$ cat src/rtl/intf_slot_arb_pkg.sv
// Shared types and helpers for the interface-slot arbiter.
package intf_slot_arb_pkg;

  typedef enum logic [0:0] {
    IDLE  = 1'b0,
    GRANT = 1'b1
  } arb_state_e;

  // Width of an index field that addresses n items; never narrower than 1 bit.
  function automatic int idx_w(input int n);
    if (n <= 2) begin
      return 1;
    end else begin
      return $clog2(n);
    end
  endfunction

endpackage

$ cat src/rtl/intf_slot_arbiter_if.sv
// Requester-side bundle for intf_slot_arbiter: request/write inputs and
// grant/slot outputs. The master modport is the requester logic, the slave
// modport is the arbiter itself.
interface intf_slot_arbiter_if #(
  parameter int N_REQ   = 4,
  parameter int N_SLOTS = 4
);
  import intf_slot_arb_pkg::*;

  localparam int RW = idx_w(N_REQ);
  localparam int SW = idx_w(N_SLOTS);

  logic [N_REQ-1:0]    req;
  logic [N_REQ-1:0]    wr_en;
  logic [N_REQ*SW-1:0] wr_slot;
  logic [N_REQ-1:0]    wr_bit;
  logic [N_REQ-1:0]    gnt;
  logic [RW-1:0]       gnt_idx;
  logic                busy;
  logic [N_SLOTS-1:0]  slot_a;
  logic                bad_slot;
  logic                timeout;

  modport master (
    output req, wr_en, wr_slot, wr_bit,
    input  gnt, gnt_idx, busy, slot_a, bad_slot, timeout
  );

  modport slave (
    input  req, wr_en, wr_slot, wr_bit,
    output gnt, gnt_idx, busy, slot_a, bad_slot, timeout
  );

endinterface

$ cat src/rtl/intf_slot_arbiter_rr_pick.sv
// Combinational round-robin picker: scans req starting at ptr and wrapping,
// returning the first set requester as one-hot plus binary index.
module rr_pick #(
  parameter int N = 4,
  parameter int W = 2
) (
  input  logic [N-1:0] req_i,
  input  logic [W-1:0] ptr_i,
  output logic [N-1:0] onehot_o,
  output logic [W-1:0] idx_o,
  output logic         any_o
);

  // Position of the off-th candidate after base, wrapped into 0..n-1.
  function automatic int wrap_idx(input int base, input int off, input int n);
    int sum;
    sum = base + off;
    return (sum >= n) ? (sum - n) : sum;
  endfunction

  // First requester at or after ptr wins; later candidates are masked once found.
  always_comb begin
    any_o    = 1'b0;
    idx_o    = '0;
    onehot_o = '0;
    for (int i = 0; i < N; i++) begin
      if (!any_o && req_i[wrap_idx(int'(ptr_i), i, N)]) begin
        any_o = 1'b1;
        idx_o = W'(wrap_idx(int'(ptr_i), i, N));
      end else begin
        any_o = any_o;
      end
    end
    if (any_o) begin
      onehot_o[idx_o] = 1'b1;
    end else begin
      onehot_o = '0;
    end
  end

endmodule

$ cat src/rtl/intf_slot_arbiter.sv
// intf_slot_arbiter: round-robin ownership of an array of single-bit
// interface slots. The current owner may write any slot by index.
// Optional hold limit: define INTF_SLOT_ARB_TIMEOUT_EN to revoke a grant
// after MAX_HOLD consecutive cycles (timeout pulses on revocation).
module intf_slot_arbiter
  import intf_slot_arb_pkg::*;
#(
  parameter int N_REQ    = 4,
  parameter int N_SLOTS  = 4,
  parameter int MAX_HOLD = 8
) (
  input  logic               clk,
  input  logic               rst,
  intf_slot_arbiter_if.slave bus
);

  localparam int RW = idx_w(N_REQ);
  localparam int SW = idx_w(N_SLOTS);

  arb_state_e         state_q, state_d;
  logic [N_REQ-1:0]   gnt_q, gnt_d;
  logic [RW-1:0]      owner_q, owner_d;
  logic [RW-1:0]      ptr_q, ptr_d;
  logic               busy_q, busy_d;
  logic [N_SLOTS-1:0] slot_a_q, slot_a_d;
  logic               bad_slot_q, bad_slot_d;
  logic               timeout_q, timeout_d;

  logic [N_REQ-1:0]   pick_onehot_s;
  logic [RW-1:0]      pick_idx_s;
  logic               pick_any_s;
  logic [RW-1:0]      next_ptr_s;
  logic [SW-1:0]      wr_idx_s;

`ifdef INTF_SLOT_ARB_TIMEOUT_EN
  localparam int HW = idx_w(MAX_HOLD);
  logic [HW-1:0] hold_cnt_q, hold_cnt_d;
  logic          limit_s;
  assign limit_s = (hold_cnt_q == HW'(MAX_HOLD - 1));
`endif

  rr_pick #(.N(N_REQ), .W(RW)) u_pick (
    .req_i    (bus.req),
    .ptr_i    (ptr_q),
    .onehot_o (pick_onehot_s),
    .idx_o    (pick_idx_s),
    .any_o    (pick_any_s)
  );

  // After a release the departing owner drops to lowest priority.
  assign next_ptr_s = (owner_q == RW'(N_REQ - 1)) ? '0 : owner_q + RW'(1);
  assign wr_idx_s   = bus.wr_slot[owner_q*SW +: SW];

  // Arbitration FSM: grant from IDLE, release on request drop or hold limit.
  always_comb begin
    state_d   = state_q;
    gnt_d     = gnt_q;
    owner_d   = owner_q;
    ptr_d     = ptr_q;
    busy_d    = busy_q;
    timeout_d = 1'b0;
`ifdef INTF_SLOT_ARB_TIMEOUT_EN
    hold_cnt_d = hold_cnt_q;
`endif
    case (state_q)
      IDLE: begin
        if (pick_any_s) begin
          state_d = GRANT;
          gnt_d   = pick_onehot_s;
          owner_d = pick_idx_s;
          busy_d  = 1'b1;
`ifdef INTF_SLOT_ARB_TIMEOUT_EN
          hold_cnt_d = '0;
`endif
        end else begin
          gnt_d  = '0;
          busy_d = 1'b0;
        end
      end
      GRANT: begin
        if (!bus.req[owner_q]) begin
          state_d = IDLE;
          gnt_d   = '0;
          busy_d  = 1'b0;
          ptr_d   = next_ptr_s;
        end else begin
`ifdef INTF_SLOT_ARB_TIMEOUT_EN
          if (limit_s) begin
            state_d   = IDLE;
            gnt_d     = '0;
            busy_d    = 1'b0;
            ptr_d     = next_ptr_s;
            timeout_d = 1'b1;
          end else begin
            hold_cnt_d = hold_cnt_q + HW'(1);
          end
`else
          state_d = GRANT;
`endif
        end
      end
      default: begin
        state_d = IDLE;
        gnt_d   = '0;
        busy_d  = 1'b0;
      end
    endcase
  end

  // Slot write path: only the owner's strobe counts; out-of-range index is dropped and flagged.
  always_comb begin
    slot_a_d   = slot_a_q;
    bad_slot_d = 1'b0;
    if ((state_q == GRANT) && bus.wr_en[owner_q]) begin
      if (int'(wr_idx_s) < N_SLOTS) begin
        slot_a_d[wr_idx_s] = bus.wr_bit[owner_q];
      end else begin
        bad_slot_d = 1'b1;
      end
    end else begin
      bad_slot_d = 1'b0;
    end
  end

  // State and output registers with synchronous reset.
  always_ff @(posedge clk) begin
    if (rst) begin
      state_q    <= IDLE;
      gnt_q      <= '0;
      owner_q    <= '0;
      ptr_q      <= '0;
      busy_q     <= 1'b0;
      slot_a_q   <= '0;
      bad_slot_q <= 1'b0;
      timeout_q  <= 1'b0;
`ifdef INTF_SLOT_ARB_TIMEOUT_EN
      hold_cnt_q <= '0;
`endif
    end else begin
      state_q    <= state_d;
      gnt_q      <= gnt_d;
      owner_q    <= owner_d;
      ptr_q      <= ptr_d;
      busy_q     <= busy_d;
      slot_a_q   <= slot_a_d;
      bad_slot_q <= bad_slot_d;
      timeout_q  <= timeout_d;
`ifdef INTF_SLOT_ARB_TIMEOUT_EN
      hold_cnt_q <= hold_cnt_d;
`endif
    end
  end

  assign bus.gnt      = gnt_q;
  assign bus.gnt_idx  = owner_q;
  assign bus.busy     = busy_q;
  assign bus.slot_a   = slot_a_q;
  assign bus.bad_slot = bad_slot_q;
  assign bus.timeout  = timeout_q;

endmodule

$ cat src/flat_wrapper.sv
// flat-port wrapper written by rule: the top's interface ports become plain ports
module intf_slot_arbiter_flat import intf_slot_arb_pkg::*;
#(
  parameter int N_REQ    = 4,
  parameter int N_SLOTS  = 4,
  parameter int MAX_HOLD = 8
)
  (clk, rst, bus_req, bus_wr_en, bus_wr_slot, bus_wr_bit, bus_gnt, bus_gnt_idx, bus_busy, bus_slot_a, bus_bad_slot, bus_timeout);
  intf_slot_arbiter_if #(.N_REQ(N_REQ), .N_SLOTS(N_SLOTS)) bus_i ();
  input  logic clk;
  input  logic rst;
  input wire logic [$bits(bus_i.req)-1:0] bus_req;
  input wire logic [$bits(bus_i.wr_en)-1:0] bus_wr_en;
  input wire logic [$bits(bus_i.wr_slot)-1:0] bus_wr_slot;
  input wire logic [$bits(bus_i.wr_bit)-1:0] bus_wr_bit;
  output wire logic [$bits(bus_i.gnt)-1:0] bus_gnt;
  output wire logic [$bits(bus_i.gnt_idx)-1:0] bus_gnt_idx;
  output wire logic [$bits(bus_i.busy)-1:0] bus_busy;
  output wire logic [$bits(bus_i.slot_a)-1:0] bus_slot_a;
  output wire logic [$bits(bus_i.bad_slot)-1:0] bus_bad_slot;
  output wire logic [$bits(bus_i.timeout)-1:0] bus_timeout;
  assign bus_i.req = bus_req;
  assign bus_i.wr_en = bus_wr_en;
  assign bus_i.wr_slot = bus_wr_slot;
  assign bus_i.wr_bit = bus_wr_bit;
  assign bus_gnt = bus_i.gnt;
  assign bus_gnt_idx = bus_i.gnt_idx;
  assign bus_busy = bus_i.busy;
  assign bus_slot_a = bus_i.slot_a;
  assign bus_bad_slot = bus_i.bad_slot;
  assign bus_timeout = bus_i.timeout;
  intf_slot_arbiter #(.N_REQ(N_REQ), .N_SLOTS(N_SLOTS), .MAX_HOLD(MAX_HOLD)) u_core (.clk(clk), .rst(rst), .bus(bus_i));
endmodule
$ cat config.mk
export PLATFORM = sky130hd
export DESIGN_NAME = intf_slot_arbiter_flat
export DESIGN_NICKNAME = d
export VERILOG_FILES = /design/src/rtl/intf_slot_arb_pkg.sv /design/src/rtl/intf_slot_arbiter_if.sv /design/src/rtl/intf_slot_arbiter_rr_pick.sv /design/src/rtl/intf_slot_arbiter.sv /design/src/flat_wrapper.sv
export SDC_FILE = /design/constraint.sdc
export NUM_CORES = 1
export LEC_CHECK = 0
export CORE_UTILIZATION = 40
export DETAILED_ROUTE_END_ITERATION = 8
export PLACE_DENSITY = 0.87
export SYNTH_ARGS = -nofsm -noshare
export SYNTH_HDL_FRONTEND = slang
export SYNTH_SLANG_ARGS = --single-unit
$ cat constraint.sdc
create_clock -name clk -period 1.8 [get_ports clk]
set_clock_uncertainty 0.05 [all_clocks]
set_input_delay 0.27 -clock clk [delete_from_list [all_inputs] [get_ports clk]]
set_output_delay 0.27 -clock clk [all_outputs]
set_load 0.05 [all_outputs]
* Word-level counts from Yosys, hierarchy flattened
Cells that the tools add are included. W data, S select, Z words.
Operators by class: add/subtract/negate cells 8, order comparisons 13, equal/unequal tests 2, shift-type cells 1, multiplexer cells 44, bitwise gates (word level) 2, reductions and logical operators 11
Operators by type and width (count):
- $lt A32 B4 Y1 const B | 4
- $mux W32 | 4
- $mux W1 | 20
- $bmux W1 S2 | 7
- $sub A3 B3 Y4 const B | 3
- $mux W2 | 5
- $ge A3 B3 Y1 const B | 3
- $lt A2 B3 Y1 const B | 3
- $mux W4 | 2
- $pmux W4 S2 | 1
- $shiftx A8 B4 Y2 | 1
- $add A2 B2 Y3 const B | 2
- $logic_and A1 B1 Y1 | 6
- $bwmux W4 | 1
- $demux W1 S2 | 2
- $ge A2 B1 Y1 const B | 2
- $pmux W1 S2 | 2
- $reduce_and A2 Y1 | 2
- $sub A2 B3 Y4 const B | 1
- $add A2 B1 Y3 const B | 1
- $ge A2 B3 Y1 const B | 1
- $logic_not A1 Y1 | 3
- $add A2 B1 Y2 const B | 1
- $eq A2 B2 Y1 const B | 1
- 2 further kinds | 3
Storage, ports and cells: register bits after elaboration 14, input port bits 22, output and inout port bits 13, logic and storage cells 87

* Depth between registers and ports, before layout
depth after elaboration 21, gate-level depth with buffers 6, mapped depth without buffers 5

* By module
A second synthesis with hierarchy kept.
Second synthesis, totals: cell total of the unflattened synthesis 101, area total of the unflattened synthesis 935.9 µm²
Modules (own cells, without submodules):
- intf_slot_arbiter | times used 1, cells an instance 68, area an instance 724.4 µm², seq. area each 280.3 µm²
- rr_pick | times used 1, cells an instance 33, area an instance 211.5 µm², seq. area each 0.0 µm²

* Worst setup path before layout
Ideal clock, no wire load.
path type register to register, start reg u_core.owner_q[0] (netlist: u_core.bus.gnt_idx[0]), end reg u_core.slot_a_q[0] (netlist: u_core.bus.slot_a[0]), library setup time 119 ps, arrival time 1923 ps, required time 1631 ps, setup slack -292 ps, cell stages (with the launch flop) 6, buffers on the path 1, period minus slack after synthesis 2092 ps, cells stage by stage dfxtp_1 -> buf_6 -> mux4_2 -> or3b_1 -> nand3b_1 -> o21ai_1
Between the ends: word-level cells in the longest chain between the ends 6, elaborated cells on any way between the ends 12, classes of those cells 2 x order compare; 1 x shift; 7 x mux; 2 x reduce/logical
Ends and longest elaborated chain:
- from (decl) | RTL line intf_slot_arbiter.sv:22 | logic [RW-1:0] owner_q, owner_d;
- from (signal assigned) | RTL line intf_slot_arbiter.sv:142 | owner_q <= owner_d;
- $shiftx A8 B4 Y2 | RTL line intf_slot_arbiter.sv:52 | assign wr_idx_s = bus.wr_slot[owner_q*SW +: SW];
- $lt A2 B3 Y1 (implied by the code) / $ge A2 B1 Y1 (equally long branches) | RTL line intf_slot_arbiter.sv:116 | slot_a_d[wr_idx_s] = bus.wr_bit[owner_q];
- $logic_and A1 B1 Y1 (implied by the code) | RTL line intf_slot_arbiter.sv:116
- $mux W1 (implied by the code) | RTL line intf_slot_arbiter.sv:116
- $demux W1 S2
- $bwmux W4 | RTL line intf_slot_arbiter.sv:116
- to (signal assigned) | RTL line intf_slot_arbiter.sv:145 | slot_a_q <= slot_a_d;
- to (decl) | RTL line intf_slot_arbiter.sv:25 | logic [N_SLOTS-1:0] slot_a_q, slot_a_d;
Parallel ways exist; a longest one is shown, timed or not. The select of a mux whose other input is x is not followed. A chain may end at the register's enable or synchronous reset.

* Worst setup path after layout
start reg u_core.slot_a_q[2] (netlist: u_core.bus.slot_a[2]), end out bus_slot_a[2]
RTL lines:
- to (decl) | RTL line flat_wrapper.sv:19 | output wire logic [$bits(bus_i.slot_a)-1:0] bus_slot_a;
No word-level cell between the ends.

==> impl_metrics.toml <==
[timing]
slew_violations = 0
finalCriticalPeriod_ns = 1.72
fmax_mhz = 582
setup_ws_ns = 0.0819
rsz0062_at_grt = "false"
finalCritPeriodShare_pct = 95.4
slew_headroom_pct = 65.6
hold_viol_final = 0
worst_pin_slew_ns = 0.515
finalSetupViolCount = 0

[synth]
synth_cell_types = 32
synth_area_um2 = 791
synthCells = 84
synthTopCellsByArea = "dfxtp_1 (35%), mux4_2 (8.5%), mux2i_1 (6.3%)"
yosysWarnings = 0
postSynthAreaPerCell_um2 = 9.41
yosys.area.top_type = "dfxtp_1"
yosysTopAreaCellShare_pct = 35.4
seq_area_frac_synth_pct = 35.4
synth_seq_cells = 14

[setup_path]
max_stage_delay_ns = 0.80
path_cells = "clkdlybuf4s50_1"
cp-end-kind = "output port"
cpLargestDelayFamily = "buffers and inverters"
crit_required_ns = 1.48
critPathLaunchType = "register"
arrival_ns = 1.40
critPathBufInv = 1
crit_fanout = 2
critPathKind = "register to output port"
cp_slowest_cell = "clkdlybuf4s50_1"

[finish]
layout-drive-gt1-share_pct = 21.0
antenna_cells = 0
area_growth_pct = 51.7
final_cell_mix = "clkdlybuf4s50_1 (23), buf_4 (15), dfxtp_1 (12), nor2_1 (10), a21oi_1 (6)"
final_cells = 149
final_nets = 148
layout_commonest_cell = "clkdlybuf4s50_1"

[floorplan]
rows = 15
start_util_pct = 44.4
die_y_um = 46.5
fp.coreArea_um2 = 1780
io_pins = 35
die_area_um2 = 2160
fp.dieW_um = 46.5

[cts]
cts_tree = "yes"
path_clk_slew_ns = 0.08
clk-insertion-delay-late_ns = 0.27
numClockSinks = 14
h-tree-depth = 1
clk_path_buf_depth = 2
cts_buffers = 3
cts_root_buf = "clkbuf_4"

[drt]
vias = 782
drt_wl_total_mm = 1.82
drcViolationCount = 0
ant_nets = 0
wire_per_inst_um = 12.2
via_per_inst = 5.25
drt_iter0_drc = 21
drt-pass1-iter-count = 4

[global_route]
grt_pass1_wl_mm = 2.95
grt.total_usage_pct = 19.5
grt_max_degree = 11
grt_overflow_total = 0
grt_pass1_vias = 758
antenna_found_initial = 0

[place]
dp.cells = 145
gp_congestion = 0.893
dp_hpwl_mm = 1.43
preCtsSetupSlack_ns = -0.177
place.port_buffers = 32

[pwr]
irDropWorstVdd_mv = 0.570
p_per_area_nw_per_um2 = 711
p_leak_nw = 0.517

[flow_run]
max_cap_viol_count = 0

[status]
status = "completed"

[min_path]
hp-class = "register to register"
-- layer usage --
metal,vias up,GRT usage (%),share of wire (%)
met2,27,34.2,51
met4,0,8.24,0
li1,386,-,-
met1,369,21.3,42
met3,0,6.27,7.2
met5,-,0,0
-- timing repair --
item | in CTS | in global routing
hold buffers | 0 | 0
resized for setup | 0 | 2
endpoints found under the setup margin | 0 | 2
setup buffers | 0 | 0
-- where the power goes --
| group | internal [mW] | switching [mW] |
|---|---|---|
| Combinational | 0.139 | 0.137 |
| Clock | 0.123 | 0.0974 |
| Sequential | 0.330 | 0.0264 |
-- layout make-up --
cell class                 count  area, um2
clock buffer                   4       36.3
multi-input combinational     65        475
fill                         142        583
tap                           25       31.3
timing repair buffer          40        368
inverter                       1       3.75
sequential                    14        285
-- per-stage QoR --
| stage | power (mW) | TNS (ns) | hold slack [ns] | util, % | cell area, um2 |
|---|---|---|---|---|---|
| 3_3_place_gp | 0.634 | -0.474 | 0.397 | 65.0 | 1160 |
| 2_1_floorplan | 0.529 | -0.0313 | 0.396 | - | 800 |
| 5_1_grt | 0.905 | 0 | 0.441 | 67.3 | 1200 |
| 4_1_cts | 0.860 | 0 | 0.433 | 67.0 | 1190 |
| 3_5_place_dp | 0.639 | -0.797 | 0.417 | 65.0 | 1160 |
| 6_report | 0.853 | 0 | 0.435 | 67.3 | 1200 |
-- flip-flops by register name, indices dropped and copies added (netlist names) --
signal / cells
u_core.bus.gnt: 4
u_core.bus.slot_a: 4
u_core.bus.gnt_idx: 2
u_core.bus.busy: 1
u_core.state_q: 1
u_core.ptr_q: 2
-- cells by family (layout without fill, tap and decap cells) --
logic type | count (synthesis) | in the layout | synth area share (%)
buf+inv | 6 | 45 | 4.90
mux | 9 | 9 | 18.2
compound gates | 20 | 20 | 16.6
other cells | 1 | 2 | 0.474
flops | 14 | 14 | 35.4
fa+ha+maj | 1 | 1 | 1.58
simple gates | 33 | 33 | 22.8
-- worst paths after layout --
kind,slack [ns],endpoint,start,cells past startpoint
worst max-delay path,0.08,bus_slot_a[2],u_core.bus.slot_a[2],1
worst min register to register,0.43,u_core.bus.gnt[0],u_core.bus.gnt[0],2
worst max register to register,0.10,u_core.bus.slot_a[0],u_core.bus.gnt_idx[0],4
worst min-delay path,0.43,u_core.bus.gnt[0],u_core.bus.gnt[0],2
-- tightest hold or removal path, stage by stage (launching register included) --
cell,delay (ns)
dfxtp_1,0.33
nand2_1,0.06
a21oi_1,0.06
-- synthesized netlist by cell type, drive strengths merged --
master  count
nand2       5
nand3       2
dfxtp      14
nor2b       4
and2        1
a32oi       2
a21o        1
a211oi      1
nand2b      5
clkbuf      1
o21ai       4
mux2i       5
o22ai       1
ha          1
a21oi       7
o32a        1
buf         4
or3         2
or3b        1
o31ai       2
a211o       1
nor2       10
nand3b      3
inv         1
conb        1
mux4        4
Power figures use the tool's default switching activity.
